<file path="src/rtl/demux1_4_reg.sv">
// Registered 1-to-4 demux with valid/ready and one holding register per channel.
// Optional per-channel drain counters are enabled by DEMUX_CNT_EN.
module demux1_4_reg #(
    parameter int BIT_WIDTH = 32,
    parameter int CNT_WIDTH = 16
) (
    input  logic                 clk,
    input  logic                 rst_n,
    input  logic [1:0]           sel,
    input  logic                 in_valid,
    output logic                 in_ready,
    input  logic [BIT_WIDTH-1:0] in_data,
    output logic [3:0]           out_valid,
    input  logic [3:0]           out_ready,
    output logic [BIT_WIDTH-1:0] out0_data,
    output logic [BIT_WIDTH-1:0] out1_data,
    output logic [BIT_WIDTH-1:0] out2_data,
    output logic [BIT_WIDTH-1:0] out3_data,
`ifdef DEMUX_CNT_EN
    output logic [CNT_WIDTH-1:0] xfer_cnt0,
    output logic [CNT_WIDTH-1:0] xfer_cnt1,
    output logic [CNT_WIDTH-1:0] xfer_cnt2,
    output logic [CNT_WIDTH-1:0] xfer_cnt3,
`endif
    output logic                 busy
);

    logic [3:0]           full_q, full_d;
    logic [3:0]           acc, drn;
    logic [BIT_WIDTH-1:0] data_q [4];

    assign in_ready = !full_q[sel] | out_ready[sel];

    always_comb begin
        acc    = '0;
        drn    = full_q & out_ready;
        full_d = full_q;
        for (int k = 0; k < 4; k++) begin
            acc[k]    = in_valid & in_ready & (sel == 2'(k));
            full_d[k] = acc[k] | (full_q[k] & !drn[k]);
        end
    end

    always_ff @(posedge clk or negedge rst_n) begin
        if (!rst_n) begin
            full_q <= '0;
            for (int k = 0; k < 4; k++) data_q[k] <= '0;
        end else begin
            full_q <= full_d;
            for (int k = 0; k < 4; k++)
                if (acc[k]) data_q[k] <= in_data;
        end
    end

    assign out_valid = full_q;
    assign busy      = |full_q;
    assign out0_data = data_q[0];
    assign out1_data = data_q[1];
    assign out2_data = data_q[2];
    assign out3_data = data_q[3];

`ifdef DEMUX_CNT_EN
    logic [CNT_WIDTH-1:0] cnt_q [4];

    // Counters wrap naturally at 2^CNT_WIDTH.
    always_ff @(posedge clk or negedge rst_n) begin
        if (!rst_n) begin
            for (int k = 0; k < 4; k++) cnt_q[k] <= '0;
        end else begin
            for (int k = 0; k < 4; k++)
                if (drn[k]) cnt_q[k] <= cnt_q[k] + CNT_WIDTH'(1);
        end
    end

    assign xfer_cnt0 = cnt_q[0];
    assign xfer_cnt1 = cnt_q[1];
    assign xfer_cnt2 = cnt_q[2];
    assign xfer_cnt3 = cnt_q[3];
`endif

endmodule

</file>
<file path="config.mk">
export PLATFORM = sky130hd
export DESIGN_NAME = demux1_4_reg
export DESIGN_NICKNAME = d
export VERILOG_FILES = /design/src/rtl/demux1_4_reg.sv
export SDC_FILE = /design/constraint.sdc
export NUM_CORES = 1
export LEC_CHECK = 0
export CELL_PAD_IN_SITES_DETAIL_PLACEMENT = 0
export CELL_PAD_IN_SITES_GLOBAL_PLACEMENT = 1
export CORE_MARGIN = 1
export CORE_UTILIZATION = 39
export CTS_CLUSTER_DIAMETER = 40
export DETAILED_ROUTE_END_ITERATION = 8
export PLACE_DENSITY = 0.92
export SLEW_MARGIN = 10
export SYNTH_ARGS = -nofsm -noshare
export SYNTH_HDL_FRONTEND = slang
export SYNTH_SLANG_ARGS = --single-unit
</file>
<file path="constraint.sdc">
create_clock -name clk -period 2 [get_ports clk]
set_input_delay 0.5 -clock clk [delete_from_list [all_inputs] [get_ports clk]]
set_output_delay 0.5 -clock clk [all_outputs]
set_load 0.02 [all_outputs]
</file>
==> impl_metrics.yaml <==
critical_path:
  required_ps: 1500
  path_cells: "nand2b_4 > mux4_2 > buf_6"
  end_kind: "output port"
  cp.arrival_ps: 1520
  critPathMaxFanout: 3
  max_stage_delay_ps: 470
  crit_slowest_cell: "mux4_2"
  critPathKind: "flop to output port"
  start_kind: "flop"
sta:
  fin_worst_skew_ps: 10.4
  hold_viol_final: 0
  fin_crit_ps: 2020
  finalWorstSetupSlack_ps: -24.7
  fmax_mhz: 494
  worstMarginPinSlew_ps: 446
  slew_headroom: 0.703
  drv_slew: 0
  grt_setup_unrepaired: "true"
  period_share: 1.01
  setup_viol: 2
global_route:
  grt.total_usage: 0.192
  grt_max_degree: 48
  antenna_found_initial: 0
  grt_pass1_vias: 3528
  gr-total-overflow: 0
  grt_pass1_wl_mm: 18.8
synthesis:
  avgSynthCellArea_um2: 17.1
  yosys.area.top_type: "dfrtp_1"
  seq_area_frac_synth: 0.660
  synth_area_leaders: "dfrtp_1 (66%), mux2_2 (28%), buf_6 (2.0%), mux2_1 (1.1%), buf_2 (0.50%)"
  synthesis.nets: 334
  synth_area_mm2: 0.00501
  ys_types: 17
  yosys.area.top_type_share: 0.660
  netlist_instances: 293
  yosysWarnings: 0
  synth_seq_cells: 132
clock_tree:
  cts_buffer_depth: 2
  clkLatencyLatePin_ps: 410
  cts_root_buf: "clkbuf_16"
  ctsHoldBuffers: 0
  cts_tree: "done"
  cts_made_buffers: 17
  cts_htree_levels: 4
  clock_sinks: 132
  clk_pin_slew_worst_paths_ps: 60
drt:
  wl_per_cell_um: 17.3
  drtIter0Drc: 105
  drt_wl_total_mm: 11.7
  drc_errors: 0
  antenna_left: 0
  vias: 3179
  first_pass_iters: 4
  viasPerCell: 4.71
placed_design:
  placedInstanceArea_mm2: 0.00708
  gp_congestion: 0.758
  dp.final_hpwl_mm: 8.27
  portBuffers: 174
  dp.cells: 643
pwr:
  power.leakage_nw: 3.29
  powerDensity_mw_per_mm2: 1200
  irDropWorstVdd_mv: 0.656
run_status:
  status: "finished, violations left"
  failed_checks: "setup timing"
layout:
  nFillCells: 939
  seqCellArea_mm2: 0.00330
  multiInputGateArea_mm2: 0.00162
  nets: 531
  final_core_util: 0.612
  areaGrowthSynthToFinish_pct: 53.6
  diodes: 0
  final_cell_area_mm2: 0.00769
  finalNonFillerCells: 675
  drive_gt1_frac: 0.368
floorplan:
  io_pins: 175
  num_rows: 41
  core-area_mm2: 0.0126
  die_w_um: 115
  die_y_um: 115
  die-area_mm2: 0.0133
  start_util: 0.398
min_path:
  hold_path.class: "input pin to async pin"
run:
  drv_cap: 0
[area by class of cell]
cell class	instances	share of cell area
clock inverter	12	0.0179
clock buffer	20	0.0568
sequential	132	0.430
multi-input combinational	146	0.210
tap	172	0.0280
timing repair buffer	193	0.258
[kinds of logic after synthesis]
| kind of cell | count (synthesis) | synth area share |
|---|---|---|
| mux | 129 | 0.292 |
| compound gates | 1 | 0.000999 |
| buf+inv | 15 | 0.0262 |
| flops | 132 | 0.660 |
| simple gates | 16 | 0.0207 |
[cells in the mapped netlist]
library cell and n:
dfrtp_1 132, mux2_2 123, buf_6 9, buf_2 5
mux2_1 5, nand2_1 5, nand2b_1 4, and3_1 1
clkbuf_2 1, mux4_2 1, nand3_1 1, nand3b_1 1
nor2b_1 1, nor2b_2 1, nor3b_4 1, o21ai_0 1
or4_1 1
[worst max-delay path, delay by kind of cell, from the launching register on]
kind	cells	cell delay [ps]
buf+inv	1	150
simple gates	1	80
flops	1	410
mux	1	470
[power by group]
group / leakage (nW) / internal [mW] / switching (mW) / total (mW)
Sequential: 1.57 / 3.23 / 0.297 / 3.53
Clock: 0.287 / 1.94 / 1.08 / 3.01
Combinational: 1.43 / 1.46 / 1.26 / 2.72
Total: 3.29 / 6.63 / 2.63 / 9.26
[routing by layer]
layer / vias up / wire length [um] / track usage / share of wire
li1: 1431 / - / - / -
met1: 1615 / 4790 / 0.229 / 0.41
met2: 118 / 5800 / 0.309 / 0.50
met3: 15 / 866 / 0.0659 / 0.074
met4: 0 / 201 / 0.0970 / 0.017
met5: - / 0 / 0 / 0
[what timing repair did]
| item | CTS | global route |
|---|---|---|
| buffers inserted | 0 | 0 |
| hold endpoints to repair | 0 | 0 |
| endpoints found under the setup margin | 3 | 4 |
| gates resized for setup | 24 | 2 |
[flip-flops by register name, summed over array words and instances (netlist names)]
name and count:
out3_data 32, out2_data 32, out_valid 4, out1_data 32, out0_data 32
[final timing paths]
| check | startpoint | endpoint | slack, ps | cells after the start |
|---|---|---|---|---|
| max | out_valid[0] | in_ready | -20 | 3 |
| min | rst_n | out3_data[15] | 40 | 1 |
| max reg2reg | out_valid[1] | out1_data[26] | 410 | 5 |
| min reg2reg | out1_data[6] | out1_data[6] | 490 | 1 |
| max in group asynchronous | rst_n | out2_data[7] | 1360 | 2 |
| min in group clk | out1_data[6] | out1_data[6] | 490 | 1 |
[metrics by stage]
| step | setup TNS (ps) | worst slack [ps] | power (mW) | hold WS [ps] |
|---|---|---|---|---|
| after floorplan | 0 | 264 | 4.80 | 204 |
| after global placement | -17560 | -620 | 6.23 | 469 |
| after detailed placement | -19600 | -623 | 6.31 | 476 |
| after CTS | -100 | -51.5 | 9.39 | 25.8 |
| after global routing | -150 | -91.2 | 9.70 | 50.9 |
| final | -49.2 | -24.7 | 9.26 | 36.4 |
[cell usage in the layout, fill, tap and decap left out, types with 2 or more instances in the layout]
cell,n
mux2_2,123
buf_12,8
dlygate4sd2_1,6
buf_6,2
clkbuf_16,17
nand2_1,5
bufinv_16,3
mux2_1,5
clkinv_2,8
buf_4,12
dlymetal6s2s_1,2
clkbuf_1,3
dfrtp_1,131
nand2b_4,4
clkdlybuf4s50_1,163
Note: power is estimated with default switching activity, not from simulation.
